[src/rtl/mat_store_pkg.sv]
// rtl/mat_store_pkg.sv - shared defaults, FSM encodings and address helper for the matrix store
package mat_store_pkg;

    localparam int MAT_DIM_WIDTH  = 3;
    localparam int MAT_DATA_WIDTH = 8;
    localparam int MAT_SLOT_WIDTH = 1;
    localparam int MAT_MAX_DIM    = 5;
    localparam int MAT_RD_LATENCY = 1;

    typedef enum logic [1:0] {
        W_IDLE   = 2'd0,
        W_FILL   = 2'd1,
        W_COMMIT = 2'd2
    } w_state_e;

    typedef enum logic [1:0] {
        R_IDLE = 2'd0,
        R_WAIT = 2'd1,
        R_GAP  = 2'd2
    } r_state_e;

    function automatic int mat_addr_width(input int depth);
        return (depth <= 2) ? 1 : $clog2(depth);
    endfunction

endpackage

[src/rtl/mat_store_if.sv]
// rtl/mat_store_if.sv - write stream, read port and slot metadata bundle for the matrix store
interface mat_store_if
    import mat_store_pkg::*;
#(
    parameter int SLOT_WIDTH = MAT_SLOT_WIDTH,
    parameter int DIM_WIDTH  = MAT_DIM_WIDTH,
    parameter int DATA_WIDTH = MAT_DATA_WIDTH
);
    localparam int NUM_SLOTS = 2**SLOT_WIDTH;

    logic                           wr_start;
    logic [SLOT_WIDTH-1:0]          wr_slot_idx;
    logic [DIM_WIDTH-1:0]           wr_m;
    logic [DIM_WIDTH-1:0]           wr_n;
    logic                           wr_valid;
    logic [DATA_WIDTH-1:0]          wr_elem;
    logic                           wr_ready;
    logic                           wr_busy;
    logic                           wr_done;
    logic                           wr_err;
    logic                           rd_en;
    logic [SLOT_WIDTH-1:0]          rd_slot_idx;
    logic [DIM_WIDTH-1:0]           rd_row_idx;
    logic [DIM_WIDTH-1:0]           rd_col_idx;
    logic [DATA_WIDTH-1:0]          rd_elem;
    logic                           rd_elem_valid;
    logic                           rd_err;
    logic [NUM_SLOTS-1:0]           slot_valid;
    logic [NUM_SLOTS*DIM_WIDTH-1:0] slot_m_flat;
    logic [NUM_SLOTS*DIM_WIDTH-1:0] slot_n_flat;

    modport master (
        output wr_start, wr_slot_idx, wr_m, wr_n, wr_valid, wr_elem,
        output rd_en, rd_slot_idx, rd_row_idx, rd_col_idx,
        input  wr_ready, wr_busy, wr_done, wr_err,
        input  rd_elem, rd_elem_valid, rd_err,
        input  slot_valid, slot_m_flat, slot_n_flat
    );

    modport slave (
        input  wr_start, wr_slot_idx, wr_m, wr_n, wr_valid, wr_elem,
        input  rd_en, rd_slot_idx, rd_row_idx, rd_col_idx,
        output wr_ready, wr_busy, wr_done, wr_err,
        output rd_elem, rd_elem_valid, rd_err,
        output slot_valid, slot_m_flat, slot_n_flat
    );

endinterface

[src/rtl/mat_store_mem.sv]
// rtl/mat_store_mem.sv - element array with one synchronous write port and one registered read port
module mat_store_mem #(
    parameter int DEPTH      = 50,
    parameter int AW         = 6,
    parameter int DATA_WIDTH = 8
) (
    input  logic                  clk,
    input  logic                  rst_n,
    input  logic                  we_i,
    input  logic [AW-1:0]         waddr_i,
    input  logic [DATA_WIDTH-1:0] wdata_i,
    input  logic                  re_i,
    input  logic                  rzero_i,
    input  logic [AW-1:0]         raddr_i,
    output logic [DATA_WIDTH-1:0] rdata_o
);

    logic [DATA_WIDTH-1:0] mem_q [DEPTH];
    logic [DATA_WIDTH-1:0] rdata_q;

    always_ff @(posedge clk) begin
        if (we_i) begin
            mem_q[waddr_i] <= wdata_i;
        end
    end

    // rzero_i squashes the data of a rejected request so it never leaks stale contents
    always_ff @(posedge clk or negedge rst_n) begin
        if (!rst_n) begin
            rdata_q <= '0;
        end else if (re_i) begin
            rdata_q <= rzero_i ? '0 : mem_q[raddr_i];
        end
    end

    assign rdata_o = rdata_q;

endmodule

[src/rtl/mat_store.sv]
// rtl/mat_store.sv - matrix store: row-major load FSM, latency-timed read responder, slot metadata
module mat_store
    import mat_store_pkg::*;
#(
    parameter int DIM_WIDTH  = MAT_DIM_WIDTH,
    parameter int DATA_WIDTH = MAT_DATA_WIDTH,
    parameter int SLOT_WIDTH = MAT_SLOT_WIDTH,
    parameter int MAX_DIM    = MAT_MAX_DIM,
    parameter int RD_LATENCY = MAT_RD_LATENCY
) (
    input  logic       clk,
    input  logic       rst_n,
    mat_store_if.slave bus
);

    localparam int NUM_SLOTS = 2**SLOT_WIDTH;
    localparam int DEPTH     = NUM_SLOTS * MAX_DIM * MAX_DIM;
    localparam int AW        = mat_addr_width(DEPTH);
    localparam int LW        = (RD_LATENCY < 2) ? 1 : $clog2(RD_LATENCY + 1);

    function automatic logic [AW-1:0] elem_addr(input logic [SLOT_WIDTH-1:0] s,
                                                 input logic [DIM_WIDTH-1:0]  r,
                                                 input logic [DIM_WIDTH-1:0]  c);
        return AW'(s) * AW'(MAX_DIM * MAX_DIM) + AW'(r) * AW'(MAX_DIM) + AW'(c);
    endfunction

    w_state_e                            w_state_q;
    logic [SLOT_WIDTH-1:0]               w_slot_q;
    logic [DIM_WIDTH-1:0]                w_m_q, w_n_q, w_row_q, w_col_q;
    logic                                wr_done_q, wr_err_q;
    logic [NUM_SLOTS-1:0]                slot_valid_q;
    logic [NUM_SLOTS-1:0][DIM_WIDTH-1:0] slot_m_q, slot_n_q;

    r_state_e                            r_state_q;
    logic [LW-1:0]                       r_cnt_q;
    logic                                r_err_q, rd_valid_q, rd_err_q;
    logic                                rd_accept, rd_req_err, rd_valid_d, rd_err_d;

    logic                                dims_ok, mem_we;
    logic [AW-1:0]                       mem_waddr, mem_raddr;
    logic [DATA_WIDTH-1:0]               mem_rdata;

    assign dims_ok = (bus.wr_m != '0) && (bus.wr_m <= DIM_WIDTH'(MAX_DIM)) &&
                     (bus.wr_n != '0) && (bus.wr_n <= DIM_WIDTH'(MAX_DIM));
    assign mem_we    = (w_state_q == W_FILL) && bus.wr_valid;
    assign mem_waddr = elem_addr(w_slot_q, w_row_q, w_col_q);

    always_ff @(posedge clk or negedge rst_n) begin
        if (!rst_n) begin
            w_state_q    <= W_IDLE;
            w_slot_q     <= '0;
            w_m_q        <= '0;
            w_n_q        <= '0;
            w_row_q      <= '0;
            w_col_q      <= '0;
            wr_done_q    <= 1'b0;
            wr_err_q     <= 1'b0;
            slot_valid_q <= '0;
            slot_m_q     <= '0;
            slot_n_q     <= '0;
        end else begin
            wr_done_q <= 1'b0;
            wr_err_q  <= 1'b0;
            case (w_state_q)
                W_IDLE: begin
                    if (bus.wr_start) begin
                        if (dims_ok) begin
                            w_slot_q                       <= bus.wr_slot_idx;
                            w_m_q                          <= bus.wr_m;
                            w_n_q                          <= bus.wr_n;
                            w_row_q                        <= '0;
                            w_col_q                        <= '0;
                            slot_valid_q[bus.wr_slot_idx]  <= 1'b0;
                            w_state_q                      <= W_FILL;
                        end else begin
                            wr_err_q <= 1'b1;
                        end
                    end
                end
                W_FILL: begin
                    if (bus.wr_valid) begin
                        if (w_col_q == w_n_q - DIM_WIDTH'(1)) begin
                            w_col_q <= '0;
                            if (w_row_q == w_m_q - DIM_WIDTH'(1)) begin
                                w_state_q <= W_COMMIT;
                            end else begin
                                w_row_q <= w_row_q + DIM_WIDTH'(1);
                            end
                        end else begin
                            w_col_q <= w_col_q + DIM_WIDTH'(1);
                        end
                    end
                end
                W_COMMIT: begin
                    slot_valid_q[w_slot_q] <= 1'b1;
                    slot_m_q[w_slot_q]     <= w_m_q;
                    slot_n_q[w_slot_q]     <= w_n_q;
                    wr_done_q              <= 1'b1;
                    w_state_q              <= W_IDLE;
                end
                default: w_state_q <= W_IDLE;
            endcase
        end
    end

    // Validity is judged on registered metadata, so a read racing a load start sees the old slot
    assign rd_accept  = (r_state_q == R_IDLE) && bus.rd_en;
    assign rd_req_err = !slot_valid_q[bus.rd_slot_idx] ||
                        (bus.rd_row_idx >= slot_m_q[bus.rd_slot_idx]) ||
                        (bus.rd_col_idx >= slot_n_q[bus.rd_slot_idx]);
    assign mem_raddr  = rd_req_err ? '0 : elem_addr(bus.rd_slot_idx, bus.rd_row_idx, bus.rd_col_idx);

    always_comb begin
        rd_valid_d = 1'b0;
        case (r_state_q)
            R_IDLE:  rd_valid_d = rd_accept && (RD_LATENCY == 1);
            R_WAIT:  rd_valid_d = (r_cnt_q != LW'(RD_LATENCY)) &&
                                  (r_cnt_q + LW'(1) == LW'(RD_LATENCY));
            default: rd_valid_d = 1'b0;
        endcase
        rd_err_d = rd_valid_d && ((r_state_q == R_IDLE) ? rd_req_err : r_err_q);
    end

    always_ff @(posedge clk or negedge rst_n) begin
        if (!rst_n) begin
            r_state_q  <= R_IDLE;
            r_cnt_q    <= '0;
            r_err_q    <= 1'b0;
            rd_valid_q <= 1'b0;
            rd_err_q   <= 1'b0;
        end else begin
            rd_valid_q <= rd_valid_d;
            rd_err_q   <= rd_err_d;
            case (r_state_q)
                R_IDLE: begin
                    if (rd_accept) begin
                        r_err_q   <= rd_req_err;
                        r_cnt_q   <= LW'(1);
                        r_state_q <= R_WAIT;
                    end
                end
                R_WAIT: begin
                    if (r_cnt_q == LW'(RD_LATENCY)) begin
                        r_state_q <= R_GAP;
                    end else begin
                        r_cnt_q <= r_cnt_q + LW'(1);
                    end
                end
                R_GAP:   r_state_q <= R_IDLE;
                default: r_state_q <= R_IDLE;
            endcase
        end
    end

    mat_store_mem #(
        .DEPTH      (DEPTH),
        .AW         (AW),
        .DATA_WIDTH (DATA_WIDTH)
    ) u_mem (
        .clk     (clk),
        .rst_n   (rst_n),
        .we_i    (mem_we),
        .waddr_i (mem_waddr),
        .wdata_i (bus.wr_elem),
        .re_i    (rd_accept),
        .rzero_i (rd_req_err),
        .raddr_i (mem_raddr),
        .rdata_o (mem_rdata)
    );

    // With longer latency the array output changes at acceptance, so hold the previous response
    if (RD_LATENCY == 1) begin : g_rd_direct
        assign bus.rd_elem = mem_rdata;
    end else begin : g_rd_hold
        logic [DATA_WIDTH-1:0] rd_elem_q;
        always_ff @(posedge clk or negedge rst_n) begin
            if (!rst_n) begin
                rd_elem_q <= '0;
            end else if (rd_valid_d) begin
                rd_elem_q <= mem_rdata;
            end
        end
        assign bus.rd_elem = rd_elem_q;
    end

    assign bus.wr_ready      = (w_state_q == W_IDLE);
    assign bus.wr_busy       = (w_state_q != W_IDLE);
    assign bus.wr_done       = wr_done_q;
    assign bus.wr_err        = wr_err_q;
    assign bus.rd_elem_valid = rd_valid_q;
    assign bus.rd_err        = rd_err_q;
    assign bus.slot_valid    = slot_valid_q;
    assign bus.slot_m_flat   = slot_m_q;
    assign bus.slot_n_flat   = slot_n_q;

endmodule

[src/flat_wrapper.sv]
// flat-port wrapper written by rule: the top's interface ports become plain ports
module mat_store_flat import mat_store_pkg::*;
#(
    parameter int DIM_WIDTH  = MAT_DIM_WIDTH,
    parameter int DATA_WIDTH = MAT_DATA_WIDTH,
    parameter int SLOT_WIDTH = MAT_SLOT_WIDTH,
    parameter int MAX_DIM    = MAT_MAX_DIM,
    parameter int RD_LATENCY = MAT_RD_LATENCY
)
  (clk, rst_n, bus_wr_start, bus_wr_slot_idx, bus_wr_m, bus_wr_n, bus_wr_valid, bus_wr_elem, bus_rd_en, bus_rd_slot_idx, bus_rd_row_idx, bus_rd_col_idx, bus_wr_ready, bus_wr_busy, bus_wr_done, bus_wr_err, bus_rd_elem, bus_rd_elem_valid, bus_rd_err, bus_slot_valid, bus_slot_m_flat, bus_slot_n_flat);
  mat_store_if #(.SLOT_WIDTH(SLOT_WIDTH), .DIM_WIDTH(DIM_WIDTH), .DATA_WIDTH(DATA_WIDTH)) bus_i ();
  input  logic clk;
  input  logic rst_n;
  input wire logic [$bits(bus_i.wr_start)-1:0] bus_wr_start;
  input wire logic [$bits(bus_i.wr_slot_idx)-1:0] bus_wr_slot_idx;
  input wire logic [$bits(bus_i.wr_m)-1:0] bus_wr_m;
  input wire logic [$bits(bus_i.wr_n)-1:0] bus_wr_n;
  input wire logic [$bits(bus_i.wr_valid)-1:0] bus_wr_valid;
  input wire logic [$bits(bus_i.wr_elem)-1:0] bus_wr_elem;
  input wire logic [$bits(bus_i.rd_en)-1:0] bus_rd_en;
  input wire logic [$bits(bus_i.rd_slot_idx)-1:0] bus_rd_slot_idx;
  input wire logic [$bits(bus_i.rd_row_idx)-1:0] bus_rd_row_idx;
  input wire logic [$bits(bus_i.rd_col_idx)-1:0] bus_rd_col_idx;
  output wire logic [$bits(bus_i.wr_ready)-1:0] bus_wr_ready;
  output wire logic [$bits(bus_i.wr_busy)-1:0] bus_wr_busy;
  output wire logic [$bits(bus_i.wr_done)-1:0] bus_wr_done;
  output wire logic [$bits(bus_i.wr_err)-1:0] bus_wr_err;
  output wire logic [$bits(bus_i.rd_elem)-1:0] bus_rd_elem;
  output wire logic [$bits(bus_i.rd_elem_valid)-1:0] bus_rd_elem_valid;
  output wire logic [$bits(bus_i.rd_err)-1:0] bus_rd_err;
  output wire logic [$bits(bus_i.slot_valid)-1:0] bus_slot_valid;
  output wire logic [$bits(bus_i.slot_m_flat)-1:0] bus_slot_m_flat;
  output wire logic [$bits(bus_i.slot_n_flat)-1:0] bus_slot_n_flat;
  assign bus_i.wr_start = bus_wr_start;
  assign bus_i.wr_slot_idx = bus_wr_slot_idx;
  assign bus_i.wr_m = bus_wr_m;
  assign bus_i.wr_n = bus_wr_n;
  assign bus_i.wr_valid = bus_wr_valid;
  assign bus_i.wr_elem = bus_wr_elem;
  assign bus_i.rd_en = bus_rd_en;
  assign bus_i.rd_slot_idx = bus_rd_slot_idx;
  assign bus_i.rd_row_idx = bus_rd_row_idx;
  assign bus_i.rd_col_idx = bus_rd_col_idx;
  assign bus_wr_ready = bus_i.wr_ready;
  assign bus_wr_busy = bus_i.wr_busy;
  assign bus_wr_done = bus_i.wr_done;
  assign bus_wr_err = bus_i.wr_err;
  assign bus_rd_elem = bus_i.rd_elem;
  assign bus_rd_elem_valid = bus_i.rd_elem_valid;
  assign bus_rd_err = bus_i.rd_err;
  assign bus_slot_valid = bus_i.slot_valid;
  assign bus_slot_m_flat = bus_i.slot_m_flat;
  assign bus_slot_n_flat = bus_i.slot_n_flat;
  mat_store #(.DIM_WIDTH(DIM_WIDTH), .DATA_WIDTH(DATA_WIDTH), .SLOT_WIDTH(SLOT_WIDTH), .MAX_DIM(MAX_DIM), .RD_LATENCY(RD_LATENCY)) u_core (.clk(clk), .rst_n(rst_n), .bus(bus_i));
endmodule
[config.mk]
export PLATFORM = sky130hd
export DESIGN_NAME = mat_store_flat
export DESIGN_NICKNAME = d
export VERILOG_FILES = /design/src/rtl/mat_store_pkg.sv /design/src/rtl/mat_store_if.sv /design/src/rtl/mat_store_mem.sv /design/src/rtl/mat_store.sv /design/src/flat_wrapper.sv
export SDC_FILE = /design/constraint.sdc
export NUM_CORES = 1
export LEC_CHECK = 0
export CELL_PAD_IN_SITES_DETAIL_PLACEMENT = 0
export CELL_PAD_IN_SITES_GLOBAL_PLACEMENT = 1
export CORE_UTILIZATION = 55
export CTS_BUF_LIST = sky130_fd_sc_hd__clkbuf_4 sky130_fd_sc_hd__clkbuf_8
export CTS_CLUSTER_DIAMETER = 120
export DETAILED_ROUTE_END_ITERATION = 10
export PLACE_DENSITY = 0.81
export SYNTH_ARGS = -nofsm -noshare
export SYNTH_HDL_FRONTEND = slang
export SYNTH_HIERARCHICAL = 1
export SYNTH_SLANG_ARGS = --single-unit
[constraint.sdc]
create_clock -name clk -period 4 [get_ports clk]
set_input_delay 1 -clock clk [delete_from_list [all_inputs] [get_ports clk]]
set_output_delay 1 -clock clk [all_outputs]
set_load 0.005 [all_outputs]
==> summary.md, run 1 <==
| Metric | Value |
|---|---|
| CTS clock-pin slew for the worst setup and hold paths | `0.06 ns` |
| TritonCTS clock tree | `built` |
| Remaining design rule violation count | `0` |
| CP endpoint kind | `flop` |
| Measured slew at the worst slew-check pin | `between 1 and 1.5 ns` |
| Worst Hold Slack | `0.510 ns` |
| Post-Synthesis Cells | `1015` |
| Worst-path maximum fanout | `7` |
| Setup Skew | `0.0359 ns` |
| DR pass1 iterations | `7` |
| Antenna violations before repair | `0` |
| Startpoint of the lowest-slack hold path | `u_core/r_cnt_q` |
| Global-route usage over all layers | `between 20% and 30%` |
| Max-slew violations | `0` |
| Per-cell routed wire length | `24.4 µm` |
| Routed vias | `10268` |
| Leading cell types in the layout, fill and taps excluded | `400 x sky130_fd_sc_hd__edfxtp_1, 124 x sky130_fd_sc_hd__buf_4, 88 x sky130_fd_sc_hd__mux4_2, 79 x sky130_fd_sc_hd__clkbuf_8, 76 x sky130_fd_sc_hd__nor2_1` |
| Placed standard-cell area | `slightly above 20000 µm²` |
| Total of endpoints with negative setup slack in the final report | `0` |
| ANT nets after route | `0` |
| Maximum number of pins on one net before global-route repair | `51` |
| Share of layout cells above drive strength 1 | `between 30% and 40%` |
| Horizontal extent of the die | `about 190 µm` |
| Final wirelength | `roughly 42 mm` |
| Synthesized netlist net count | `1074` |
| Core outline area | `about 33000 µm²` |
| Cells along the critical path | `dlygate4sd2_1, buf_6, mux2_4, ha_4, nand2b_4, a21o_1, a221oi_4, and2_4, buf_12, buf_12, buf_16, mux4_2, mux4_2, nor3_2, nor3_1` |
| Sort of element at the start of the critical path | `input pin` |
| Buffers on Ports | `54` |
| Number of cells on the worst reg-to-reg path | `13` |
| Sequential element share of the synthesized area | `70.9%` |
| Delay of the slowest critical-path stage | `0.53 ns` |
| Number of vias per cell | `5.89` |
| Reg-to-reg slack, setup | `0.20 ns` |
| Inserted Clock Buffers | `between 70 and 80` |
| Number of H-tree branching levels | `3` |
| Area added between synthesis and finish | `20.0%` |
| Hold buffers post-CTS | `0` |
| Max frequency | `around 250 MHz` |
| Beginning of the worst register-to-register path | `u_core/w_slot_q` |
| Height of the chip | `186 µm` |
| Category of the most critical setup path | `in2reg` |
| Leading cell type in the layout, fill and taps excluded | `sky130_fd_sc_hd__edfxtp_1` |
| Shortest clock period the worst path allows after layout | `between 3 and 4 ns` |
| Leftover overflow at the end of global routing | `0` |
| Buffer type at the clock tree root | `sky130_fd_sc_hd__clkbuf_8` |
| Power density of the placed cells | `561 nW/µm²` |
| Number of DRC markers after the initial detailed-route iteration | `1000` |
| Post-synth design cell area | `18500 µm²` |
| Arrival @ worst endpoint | `between 4 and 5 ns` |
| Post-Place Cells | `1596` |
| Antenna Diode Count | `0` |
| Final HPWL from detailed placement | `27.6 mm` |
| Share of the clock period used by the worst path | `98.7%` |
| FP Rows | `66` |
| Clock insertion delay at the later pin of the skew report | `0.60 ns` |
| Initial standard-cell utilization of the core | `56.4%` |
| Fraction of registers with async set or reset after synthesis | `10.1%` |
| Crit path max-delay cell type | `sky130_fd_sc_hd__mux4_2` |
| First-pass GRT wire length | `64.2 mm` |
| Relative max-transition margin | `between 20% and 30%` |
| CP Data Required Time | `4.46 ns` |
| Cell Count, Final, Fillers Out | `1742` |
| Number of synthesized register bits | `445` |
| Post-synth EDFFs | `400` |
| Highest ir drop seen on vdd | `0.372 mV` |
| Via count of the first global-routing pass | `around 10000` |
| Gp weighted congestion | `roughly 0.90` |
| Number of warnings reported in the yosys synthesis log | `6` |
| Final design area excluding fillers | `22200 µm²` |
| Kind of path behind the tightest hold check | `reg2reg` |
| Number of distinct standard cells referenced by the synthesized netlist | `65` |
| Final-stage net count | `1302` |
| Pwr Total | `12.5 mW` |
| Result of the run | `complete, no violations` |
| Post-synth top flop | `sky130_fd_sc_hd__edfxtp_1` |
| Hold Vio Cnt, Final | `0` |
| Cell depth of the worst hold path | `1` |
| Worst hold path endpoint | `u_core/r_cnt_q` |
| Pleak | `7.57 nW` |
| Destination of the worst register-to-register timing path | `u_core/u_mem/mem_q[27][1]` |
| Area of the die | `34400 µm²` |
| Post-Syn Area per Cell | `18.2 µm²` |
| Clock sink count | `445` |
| Number of max-cap violations | `0` |
| I/O pin count | `55` |
| Maximum buffer depth of the clock tree | `3` |
[where the power goes]
part	switching (mW)	internal [mW]	leakage [nW]	total, mW
combinational	1.70	1.18	2.61	2.88
sequential	0.193	5.51	4.18	5.70
clock	1.74	2.14	0.771	3.88
total	3.63	8.83	7.57	12.5
[through the flow]
step / utilization, % / setup WS (ns) / TNS (ns)
final: 67.6 / 0.0533 / 0
after CTS: 67.4 / 0.0449 / 0
after global routing: 67.6 / -0.00142 / -0.00142
after detailed placement: 62.4 / -0.741 / -5.66
after global placement: 62.4 / -0.753 / -5.45
after floorplan: - / -0.106 / -0.256
[Yosys cell counts, types with 2 or more instances]
| cell type | number | area share [%] |
|---|---|---|
| sky130_fd_sc_hd__xor2_1 | 5 | 0.24 |
| sky130_fd_sc_hd__nand3_1 | 9 | 0.24 |
| sky130_fd_sc_hd__buf_2 | 14 | 0.38 |
| sky130_fd_sc_hd__nor2_1 | 78 | 1.6 |
| sky130_fd_sc_hd__o2111ai_1 | 2 | 0.095 |
| sky130_fd_sc_hd__a21o_1 | 4 | 0.16 |
| sky130_fd_sc_hd__buf_1 | 3 | 0.061 |
| sky130_fd_sc_hd__a2111oi_0 | 3 | 0.14 |
| sky130_fd_sc_hd__o211ai_1 | 4 | 0.16 |
| sky130_fd_sc_hd__a21oi_1 | 16 | 0.43 |
| sky130_fd_sc_hd__inv_1 | 24 | 0.49 |
| sky130_fd_sc_hd__nor4_1 | 4 | 0.14 |
| sky130_fd_sc_hd__edfxtp_1 | 400 | 65 |
| sky130_fd_sc_hd__and2_1 | 6 | 0.20 |
| sky130_fd_sc_hd__nor2b_1 | 16 | 0.54 |
| sky130_fd_sc_hd__or3_1 | 4 | 0.14 |
| sky130_fd_sc_hd__mux4_1 | 2 | 0.28 |
| sky130_fd_sc_hd__nor3_1 | 12 | 0.32 |
| sky130_fd_sc_hd__mux2_2 | 26 | 1.6 |
| sky130_fd_sc_hd__or3b_1 | 2 | 0.095 |
| sky130_fd_sc_hd__a22oi_1 | 5 | 0.20 |
| sky130_fd_sc_hd__o21ai_0 | 8 | 0.22 |
| sky130_fd_sc_hd__mux4_2 | 88 | 11 |
| sky130_fd_sc_hd__nand4b_1 | 2 | 0.095 |
| sky130_fd_sc_hd__and3_1 | 2 | 0.068 |
| sky130_fd_sc_hd__a21boi_0 | 4 | 0.16 |
| sky130_fd_sc_hd__a211oi_1 | 4 | 0.16 |
| sky130_fd_sc_hd__nor3b_1 | 6 | 0.24 |
| sky130_fd_sc_hd__a221oi_1 | 8 | 0.38 |
| sky130_fd_sc_hd__mux2i_1 | 50 | 2.7 |
| sky130_fd_sc_hd__dfrtp_1 | 45 | 6.1 |
| sky130_fd_sc_hd__o221ai_1 | 4 | 0.19 |
| sky130_fd_sc_hd__xnor2_1 | 5 | 0.24 |
| sky130_fd_sc_hd__clkbuf_1 | 16 | 0.32 |
| sky130_fd_sc_hd__nand2b_1 | 12 | 0.41 |
| sky130_fd_sc_hd__fa_1 | 8 | 0.86 |
| sky130_fd_sc_hd__nand2_1 | 43 | 0.87 |
| sky130_fd_sc_hd__inv_2 | 2 | 0.041 |
| sky130_fd_sc_hd__buf_4 | 6 | 0.24 |
| sky130_fd_sc_hd__or2_2 | 3 | 0.10 |
| sky130_fd_sc_hd__o21ai_1 | 7 | 0.19 |
| sky130_fd_sc_hd__buf_6 | 7 | 0.43 |
| sky130_fd_sc_hd__ha_1 | 24 | 1.6 |
[what timing repair did]
item	in CTS	in global routing
endpoints found under the setup margin	8	13
pin swaps	6	3
resized for setup	13	11
gates cloned	3	1
setup buffers	8	2
[final cells by class]
class / instances / area, µm²
Sequential cell: 445 / 13100
Multi-Input combinational cell: 497 / 5140
Timing Repair Buffer: 200 / 1860
Inverter: 26 / 97.6
Clock buffer: 106 / 1290
Clock inverter: 26 / 145
Tap cell: 442 / 553
Fill cell: 2219 / 10600
[kinds of logic after synthesis]
family          count (synthesis)  share of synthesized area, %
buf+inv                        73                          2.07
mux                           166                          15.3
compound gates                 82                          3.18
simple gates                  205                          5.36
flops                         445                          70.9
xor+xnor                       12                         0.723
fa+ha+maj                      32                          2.49
[registers in the layout (all words and copies together) (netlist names), 2 cells and up]
name	count
u_core/bus.slot_n_flat	6
u_core/w_m_q	3
u_core/u_mem/rdata_o	8
u_core/w_col_q	3
u_core/w_n_q	3
u_core/w_row_q	3
u_core/bus.slot_valid	2
u_core/w_state_q	2
u_core/u_mem/mem_q	400
u_core/bus.slot_m_flat	6
u_core/r_state_q	2
[worst max-delay path, delay by kind of cell]
family	cells	cell delay, ns
AOI/OAI and AO/OA	2	0.50
adders and majority gates	1	0.21
buffers and inverters	5	0.71
and+or+nand+nor	4	0.64
muxes	3	1.35
[how the worst max path moves through the flow]
stage	startpoint	to	slack [ns]	cells past startpoint
finish	bus_rd_slot_idx	u_core/u_mem/rdata_o[3]	0.05	15
global route	bus_rd_slot_idx	u_core/u_mem/rdata_o[2]	-0.001	14
CTS	bus_rd_slot_idx	u_core/u_mem/rdata_o[3]	0.04	15
detailed placement	bus_rd_slot_idx	u_core/u_mem/rdata_o[2]	-0.74	13
global placement	bus_rd_slot_idx	u_core/u_mem/rdata_o[5]	-0.75	15
floorplan	bus_rd_slot_idx	u_core/u_mem/rdata_o[0]	-0.11	15
[layer usage]
layer	GRT usage (%)	vias up	routed length, µm
li1	-	4486	-
met1	37.2	5245	18200
met2	39.8	465	20200
met3	5.97	72	3080
met4	8.43	0	929
met5	0	-	0
(Power assumes the default switching activity.)
==> run 2, diff against run 1 <==
--- a/config.mk
+++ b/config.mk
@@ -5,6 +5,7 @@
 export SDC_FILE = /design/constraint.sdc
 export NUM_CORES = 1
 export LEC_CHECK = 0
+export CAP_MARGIN = 20
 export CELL_PAD_IN_SITES_DETAIL_PLACEMENT = 0
 export CELL_PAD_IN_SITES_GLOBAL_PLACEMENT = 1
 export CORE_UTILIZATION = 55
==> results of run 2 <==
Final layout, timing and power as in run 1 (identical DEF).
